[config.mk]
export PLATFORM = sky130hd
export DESIGN_NAME = video_pattern_gen
export DESIGN_NICKNAME = d
export VERILOG_FILES = /design/src/rtl/video_pkg.sv /design/src/rtl/video_timing.sv /design/src/rtl/video_pattern_gen.sv
export SDC_FILE = /design/constraint.sdc
export NUM_CORES = 1
export LEC_CHECK = 0
export CAP_MARGIN = 20
export CORE_ASPECT_RATIO = 1.5
export CORE_MARGIN = 2
export CORE_UTILIZATION = 51
export DETAILED_ROUTE_END_ITERATION = 16
export GPL_TIMING_DRIVEN = 0
export PLACE_DENSITY = 0.72
export RECOVER_POWER = 50
export SETUP_SLACK_MARGIN = 0.1
export SYNTH_ARGS = -nofsm -noshare
export SYNTH_HDL_FRONTEND = slang
export SYNTH_SLANG_ARGS = --single-unit
[constraint.sdc]
create_clock -name clk -period 2.5 [get_ports clk]
set_input_delay 0.75 -clock clk [delete_from_list [all_inputs] [get_ports clk]]
set_output_delay 0.75 -clock clk [all_outputs]
set_load 0.01 [all_outputs]
[src/rtl/video_pkg.sv]
// Shared timing defaults, pattern encodings and pixel type for the video pattern generator.
package video_pkg;

    localparam int H_ACTIVE_DEF = 640;
    localparam int H_FP_DEF     = 16;
    localparam int H_SYNC_DEF   = 96;
    localparam int H_BP_DEF     = 48;
    localparam int V_ACTIVE_DEF = 480;
    localparam int V_FP_DEF     = 10;
    localparam int V_SYNC_DEF   = 2;
    localparam int V_BP_DEF     = 33;

    typedef enum logic [2:0] {
        PAT_BLACK    = 3'd0,
        PAT_BARS     = 3'd1,
        PAT_GRADIENT = 3'd2,
        PAT_GRID     = 3'd3,
        PAT_CHECKER  = 3'd4,
        PAT_WHITE    = 3'd5
    } pat_e;

    typedef struct packed {
        logic [7:0] r;
        logic [7:0] g;
        logic [7:0] b;
    } rgb888_t;

    localparam rgb888_t RGB_BLACK = '{r: 8'h00, g: 8'h00, b: 8'h00};
    localparam rgb888_t RGB_WHITE = '{r: 8'hFF, g: 8'hFF, b: 8'hFF};

    // Counters are kept at least min_w bits wide so pattern bit-slices always exist.
    function automatic int cnt_width(input int total, input int min_w);
        return ($clog2(total) > min_w) ? $clog2(total) : min_w;
    endfunction

    function automatic rgb888_t bar_colour(input logic [2:0] idx);
        case (idx)
            3'd0:    return RGB_WHITE;
            3'd1:    return '{r: 8'hFF, g: 8'hFF, b: 8'h00};
            3'd2:    return '{r: 8'h00, g: 8'hFF, b: 8'hFF};
            3'd3:    return '{r: 8'h00, g: 8'hFF, b: 8'h00};
            3'd4:    return '{r: 8'hFF, g: 8'h00, b: 8'hFF};
            3'd5:    return '{r: 8'hFF, g: 8'h00, b: 8'h00};
            3'd6:    return '{r: 8'h00, g: 8'h00, b: 8'hFF};
            default: return RGB_BLACK;
        endcase
    endfunction

endpackage

[src/rtl/video_timing.sv]
// Raster counters plus the first pipeline stage: de, syncs, x/y and start-of-frame flag.
module video_timing
    import video_pkg::*;
#(
    parameter int   H_ACTIVE = H_ACTIVE_DEF,
    parameter int   H_FP     = H_FP_DEF,
    parameter int   H_SYNC   = H_SYNC_DEF,
    parameter int   H_BP     = H_BP_DEF,
    parameter int   V_ACTIVE = V_ACTIVE_DEF,
    parameter int   V_FP     = V_FP_DEF,
    parameter int   V_SYNC   = V_SYNC_DEF,
    parameter int   V_BP     = V_BP_DEF,
    parameter logic SYNC_POL = 1'b1,
    localparam int  H_TOTAL  = H_ACTIVE + H_FP + H_SYNC + H_BP,
    localparam int  V_TOTAL  = V_ACTIVE + V_FP + V_SYNC + V_BP,
    localparam int  XW       = cnt_width(H_TOTAL, 8),
    localparam int  YW       = cnt_width(V_TOTAL, 6)
) (
    input  logic          clk,
    input  logic          reset_n,
    input  logic          ce_i,
    output logic          frame_end_o,
    output logic          de_o,
    output logic          hsync_o,
    output logic          vsync_o,
    output logic          sof_o,
    output logic [XW-1:0] x_o,
    output logic [5:0]    y_o
);

    logic [XW-1:0] h_cnt_q, h_cnt_d, x_q;
    logic [YW-1:0] v_cnt_q, v_cnt_d;
    logic [5:0]    y_q;
    logic          h_last, v_last;
    logic          de_d, hs_d, vs_d, sof_d;
    logic          de_q, hs_q, vs_q, sof_q;

    assign h_last      = (h_cnt_q == XW'(H_TOTAL - 1));
    assign v_last      = (v_cnt_q == YW'(V_TOTAL - 1));
    assign frame_end_o = ce_i && h_last && v_last;

    always_comb begin
        // NOTE: defaults first so every path assigns and no latch is inferred.
        h_cnt_d = h_cnt_q;
        v_cnt_d = v_cnt_q;
        if (ce_i) begin
            if (h_last) begin
                h_cnt_d = '0;
                v_cnt_d = v_last ? '0 : v_cnt_q + 1'b1;
            end else begin
                h_cnt_d = h_cnt_q + 1'b1;
            end
        end
    end

    assign de_d  = (h_cnt_q < XW'(H_ACTIVE)) && (v_cnt_q < YW'(V_ACTIVE));
    assign hs_d  = ((h_cnt_q >= XW'(H_ACTIVE + H_FP)) &&
                    (h_cnt_q <  XW'(H_ACTIVE + H_FP + H_SYNC))) ? SYNC_POL : ~SYNC_POL;
    assign vs_d  = ((v_cnt_q >= YW'(V_ACTIVE + V_FP)) &&
                    (v_cnt_q <  YW'(V_ACTIVE + V_FP + V_SYNC))) ? SYNC_POL : ~SYNC_POL;
    assign sof_d = (h_cnt_q == '0) && (v_cnt_q == '0);

    always_ff @(posedge clk or negedge reset_n) begin
        if (!reset_n) begin
            h_cnt_q <= '0;
            v_cnt_q <= '0;
            x_q     <= '0;
            y_q     <= '0;
            de_q    <= 1'b0;
            hs_q    <= ~SYNC_POL;
            vs_q    <= ~SYNC_POL;
            sof_q   <= 1'b0;
        end else begin
            // NOTE: non-blocking so each register samples the pre-edge value of the others.
            h_cnt_q <= h_cnt_d;
            v_cnt_q <= v_cnt_d;
            if (ce_i) begin
                x_q   <= h_cnt_q;
                y_q   <= v_cnt_q[5:0]; // patterns only look at y modulo 64
                de_q  <= de_d;
                hs_q  <= hs_d;
                vs_q  <= vs_d;
                sof_q <= sof_d;
            end
        end
    end

    assign de_o    = de_q;
    assign hsync_o = hs_q;
    assign vsync_o = vs_q;
    assign sof_o   = sof_q;
    assign x_o     = x_q;
    assign y_o     = y_q;

endmodule

[src/rtl/video_pattern_gen.sv]
// Test-pattern source: raster timing plus a registered colour stage; pattern changes take effect per frame.
module video_pattern_gen
    import video_pkg::*;
#(
    parameter int   H_ACTIVE = H_ACTIVE_DEF,
    parameter int   H_FP     = H_FP_DEF,
    parameter int   H_SYNC   = H_SYNC_DEF,
    parameter int   H_BP     = H_BP_DEF,
    parameter int   V_ACTIVE = V_ACTIVE_DEF,
    parameter int   V_FP     = V_FP_DEF,
    parameter int   V_SYNC   = V_SYNC_DEF,
    parameter int   V_BP     = V_BP_DEF,
    parameter logic SYNC_POL = 1'b1
) (
    input  logic       clk,
    input  logic       reset_n,
    input  logic       ce,
    input  logic [2:0] pat_sel,
    output logic [7:0] red,
    output logic [7:0] green,
    output logic [7:0] blue,
    output logic       de,
    output logic       hsync,
    output logic       vsync,
    output logic       frame_start
);

    localparam int XW = cnt_width(H_ACTIVE + H_FP + H_SYNC + H_BP, 8);

    logic          frame_end, de1, hs1, vs1, sof1;
    logic [XW-1:0] x1;
    logic [5:0]    y1;
    logic [2:0]    active_pat_q, bar_idx;
    logic [7:0]    frame_cnt_q;
    rgb888_t       pix_d, pix_q;
    logic          de_q, hs_q, vs_q, fs_q;

    video_timing #(
        .H_ACTIVE (H_ACTIVE), .H_FP (H_FP), .H_SYNC (H_SYNC), .H_BP (H_BP),
        .V_ACTIVE (V_ACTIVE), .V_FP (V_FP), .V_SYNC (V_SYNC), .V_BP (V_BP),
        .SYNC_POL (SYNC_POL)
    ) u_timing (
        .clk         (clk),
        .reset_n     (reset_n),
        .ce_i        (ce),
        .frame_end_o (frame_end),
        .de_o        (de1),
        .hsync_o     (hs1),
        .vsync_o     (vs1),
        .sof_o       (sof1),
        .x_o         (x1),
        .y_o         (y1)
    );

    always_comb begin
        pix_d   = RGB_BLACK;
        bar_idx = 3'd0;
        for (int k = 1; k < 8; k++) begin
            if (x1 >= XW'(k * H_ACTIVE / 8)) bar_idx = 3'(k);
        end
        if (de1) begin
            case (active_pat_q)
                PAT_BARS:     pix_d = bar_colour(bar_idx);
                PAT_GRADIENT: pix_d = '{r: x1[7:0], g: x1[7:0], b: x1[7:0] + frame_cnt_q};
                PAT_GRID:     pix_d = ((x1[4:0] == 5'd0) || (y1[4:0] == 5'd0)) ? RGB_WHITE : RGB_BLACK;
                PAT_CHECKER:  pix_d = (x1[5] ^ y1[5]) ? RGB_WHITE : RGB_BLACK;
                PAT_WHITE:    pix_d = RGB_WHITE;
                default:      pix_d = RGB_BLACK;
            endcase
        end
    end

    always_ff @(posedge clk or negedge reset_n) begin
        if (!reset_n) begin
            active_pat_q <= PAT_BLACK;
            frame_cnt_q  <= '0;
            pix_q        <= RGB_BLACK;
            de_q         <= 1'b0;
            hs_q         <= ~SYNC_POL;
            vs_q         <= ~SYNC_POL;
            fs_q         <= 1'b0;
        end else begin
            // Pattern and frame count both switch in vertical blanking, so a whole visible frame sees one value.
            if (frame_end) begin
                active_pat_q <= pat_sel;
                frame_cnt_q  <= frame_cnt_q + 1'b1;
            end
            if (ce) begin
                pix_q <= pix_d;
                de_q  <= de1;
                hs_q  <= hs1;
                vs_q  <= vs1;
                fs_q  <= sof1;
            end
        end
    end

    assign red         = pix_q.r;
    assign green       = pix_q.g;
    assign blue        = pix_q.b;
    assign de          = de_q;
    assign hsync       = hs_q;
    assign vsync       = vs_q;
    assign frame_start = fs_q;

endmodule

==> results.txt <==
The run finished, with violations left. The final reports fail on capacitance limit, slew limit. The number of antenna violations at the first check in global routing was 0; the worst slew slack as a fraction of its limit was -27.1%.

The net count after synthesis was 367; the area added between synthesis and finish was 18.3%. Counting along the longest clock path gives a buffer depth of 2. The run gives 8780 um as the overall routed net length. The area used by multi-input combinational logic was 1750 um2; the gate count after technology mapping was 348. The post-synthesis sequential element count works out to 79. The tools report the required time at the worst-slack endpoint as 2750 ps. Clock-pin slew was measured on the worst setup and hold paths at 80 ps.

The tools report the largest clock skew in the final design as 12.4 ps. In the final routed layout, each cell accounts on average for 17.6 um. After the first detailed-routing iteration, the DRC count stood at 193. The tree is rooted in a sky130_fd_sc_hd__clkbuf_8. On the worst path, the slowest cell contributes a delay of 540 ps. The worst hold path belongs to the class register to register.

The congestion estimate from routability-driven global placement came to 0.894. The total congestion overflow is 0, and the number of setup buffers added after CTS is 0. Once placement finished, the instance area stood at 4340 um2.

Among all stages on the critical path, the largest delay is contributed by sky130_fd_sc_hd__clkdlybuf4s50_1. The first detailed-routing pass took 4 iterations. TritonCTS built the clock tree.

The largest net degree at the start of global routing came out at 45. Counting instances in the post-synthesis netlist gives the leading cell types as sky130_fd_sc_hd__dfrtp_1 (79), sky130_fd_sc_hd__nand2_1 (33), sky130_fd_sc_hd__mux2_2 (18), sky130_fd_sc_hd__o21ai_0 (18), sky130_fd_sc_hd__xnor2_1 (17). In the routed layout, each cell is associated on average with a via count of 5.71.

At the end of the flow, the number of nets in the layout was 412. Summed over all instances, the cell type with the most area after synthesis is sky130_fd_sc_hd__dfrtp_1. Along the worst path, the maximum fanout reaches 6. The floorplan has 38 rows. Yosys synthesis warning count: 0. The tools report the half-perimeter wire length of the detailed placement result as 6280 um. The global-route wire length before repair is 15,000 um. For this run, the total global-route usage over all layers was measured as 23.4%. The area fraction of the dominant cell type after synthesis is 51.2%. The H-tree was split into 3 levels.

The mean instance size in the synthesized netlist is 11.1 um2, and the final-report hold violation count is 0. The cell area power density is 774 nW/um2. Hold timing on the final database bottoms out at a slack of 489 ps.

The worst setup path is of the input pin to register kind. The top-level I/O count was 34. Of the available clock period, the critical path in the final layout requires 89.8%. The pre-CTS worst setup slack came out at -232 ps. After synthesis, the cell types taking the most area are sky130_fd_sc_hd__dfrtp_1 (51%), sky130_fd_sc_hd__mux2_2 (5.2%), sky130_fd_sc_hd__ha_1 (3.9%).

The max capacitance violation total is 1. Fraction of the yosys area taken by sequential cells: 51.2%. The worst vdd rail ir drop is 0.000628 V. Setup repair after global routing could not meet its margin everywhere. Detailed routing inserted a total of 2,846 vias.

Setup slack closes at 254 ps. The sequential cells in the finished layout cover a total of 1980 um2. The number of different library cells used by synthesis comes to 58.

STA classifies the critical path endpoint as a register. The clock drives 79 sinks. In this run, synthesis inferred 0 flip-flops with an integrated enable. The run gives 370 ps as the clock latency on the worst-skew pair.

The number of buffers created by CTS is 9. Number of slew-limit violations in the final report: 36. At the pin with the least slew margin, the transition time is 1910 ps. From bottom edge to top edge, the die measures 111 um. The critical path goes through clkdlybuf4s50_1 -> nand4_2 -> nor4_4 -> and3_1 -> nand4_1 -> mux2_1. The leakage power summed over all cells is 0.00208 uW, and the count of nets left with antenna violations after detail routing is 0.

The highest attainable clock frequency was 445 MHz; the number of global-route vias before repair was 2,990. The floorplan core area is 7270 um2. The floorplan step defined a die boundary enclosing 8300 um2. The effective utilization at floorplan came out at 53.1%. The post-route minimum period was 2250 ps.

The worst setup path is launched from an input pin. Share of final-layout standard cells stronger than drive strength 1: 13.8%. The tools report the final standard cell area without fillers as 4570 um2. The die span in x is 75.1 um. In the synthesized netlist the async set-or-reset flop fraction comes to 100%. Most instantiated library cell after synthesis: sky130_fd_sc_hd__dfrtp_1. In this run the cell area of the synthesized design comes to 3860 um2.

Remaining routing DRC violations: 0. The port buffer count was 33. For the final setup violation count, the log shows 0. The number of antenna diodes was 0. At the worst endpoint, the arrival time is 2490 ps.

The primary flip-flop cell chosen by synthesis mapping is sky130_fd_sc_hd__dfrtp_1. The logs give 0 for the count of hold-fix buffers inserted at cts and 602 for the total of fill cells in the finished design.
layout make-up:
type	instances	share of cell area [%]
sequential	79	43.3
multi-input combinational	236	38.4
timing repair buffer	34	7.53
clock buffer	10	3.01
tap	100	2.74
clock inverter	6	2.00
buffer	17	1.78
inverter	16	1.31
placed cells by master (no fill, tap or decap), types with 3 or more instances in the layout:
cell type                         synthesis  layout
sky130_fd_sc_hd__dfrtp_1                 79      79
sky130_fd_sc_hd__nand2_1                 33      33
sky130_fd_sc_hd__clkdlybuf4s50_1          0      32
sky130_fd_sc_hd__o21ai_0                 18      18
sky130_fd_sc_hd__mux2_2                  18      18
sky130_fd_sc_hd__xnor2_1                 17      17
sky130_fd_sc_hd__inv_1                   16      16
sky130_fd_sc_hd__nor2_1                  13      13
sky130_fd_sc_hd__ha_1                    12      12
sky130_fd_sc_hd__a21oi_1                 10      10
sky130_fd_sc_hd__clkbuf_8                 0      10
sky130_fd_sc_hd__a221o_1                  9       9
sky130_fd_sc_hd__nand4_1                  9       9
sky130_fd_sc_hd__o2bb2ai_1                8       8
sky130_fd_sc_hd__clkbuf_1                 7       8
sky130_fd_sc_hd__and3_1                   7       7
sky130_fd_sc_hd__xor2_1                   6       6
sky130_fd_sc_hd__o221ai_1                 5       5
sky130_fd_sc_hd__buf_2                    6       5
sky130_fd_sc_hd__nand3_1                  5       5
sky130_fd_sc_hd__a211oi_1                 4       4
sky130_fd_sc_hd__nor2b_1                  4       4
sky130_fd_sc_hd__or4_1                    4       4
sky130_fd_sc_hd__o31ai_1                  3       3
sky130_fd_sc_hd__o22ai_1                  3       3
sky130_fd_sc_hd__a21o_1                   3       3
sky130_fd_sc_hd__nor4_1                   3       3
sky130_fd_sc_hd__and2_1                   3       3
sky130_fd_sc_hd__nor3_1                   3       3
worst paths after layout:
kind                                         startpoint                         endpoint  slack (ps)  depth (start not counted)
min reg2reg                u_timing.hsync_o$_DFFE_PN0P_     u_timing.hsync_o$_DFFE_PN0P_         490                          1
max                                                  ce  u_timing.v_cnt_q[8]$_DFFE_PN0P_         250                          6
min in group asynchronous                       reset_n  u_timing.v_cnt_q[7]$_DFFE_PN0P_         900                          1
max in group asynchronous                       reset_n              blue[6]$_DFFE_PN0P_         500                          1
min                        u_timing.hsync_o$_DFFE_PN0P_     u_timing.hsync_o$_DFFE_PN0P_         490                          1
max reg2reg                  frame_cnt_q[0]$_DFFE_PN0P_              blue[6]$_DFFE_PN0P_         330                          7
logic make-up (layout without fill, tap and decap cells):
logic type | after synthesis | after routing | share of synthesized area, %
compound gates | 82 | 82 | 15.9
xor+xnor | 23 | 23 | 5.22
fa+ha+maj | 14 | 14 | 4.66
buf+inv | 33 | 83 | 3.60
flops | 79 | 79 | 51.2
mux | 19 | 19 | 5.54
simple gates | 98 | 98 | 13.9
power by group:
part	switching [uW]	internal, uW
Clock	495	595
Combinational	402	399
Sequential	198	1450
Total	1090	2440
critical path, delay by kind of cell:
kind,cells,cell delay [ps]
buffers and inverters,1,540
AND/OR/NAND/NOR,4,880
multiplexers,1,330
stage by stage:
step | cells | total power (uW) | TNS, ps | utilization [%]
finish | 498 | 3540 | 0 | 62.8
global route | 498 | 3740 | 0 | 62.8
CTS | 498 | 3560 | 0 | 62.7
detailed placement | 482 | 2480 | -2980 | 59.6
global placement | 481 | 2440 | -162260 | 59.4
floorplan | 348 | 2120 | 0 | -
routing by layer:
metal	GRT usage, %	vias up	wire length, um
met5	0	-	0
met4	8.93	0	199
met3	3.56	16	250
met2	39.0	57	4710
met1	29.9	1402	3630
li1	-	1371	-
flip-flops by register name, indices dropped and copies added, names as in the netlist:
name	cells
u_timing.h_cnt_q	10
u_timing.v_cnt_q	10
u_timing.x_o	10
blue	8
frame_cnt_q	8
green	8
red	8
u_timing.y_o	6
active_pat_q	3
de	1
frame_start	1
hsync	1
u_timing.de_o	1
u_timing.hsync_o	1
u_timing.sof_o	1
u_timing.vsync_o	1
vsync	1
timing repair:
action                     in CTS  in global routing
setup endpoints to repair       0                 10
hold endpoints to repair        0                  0
resized for setup               0                  2
No activity file was read; power rests on OpenSTA's default activity.
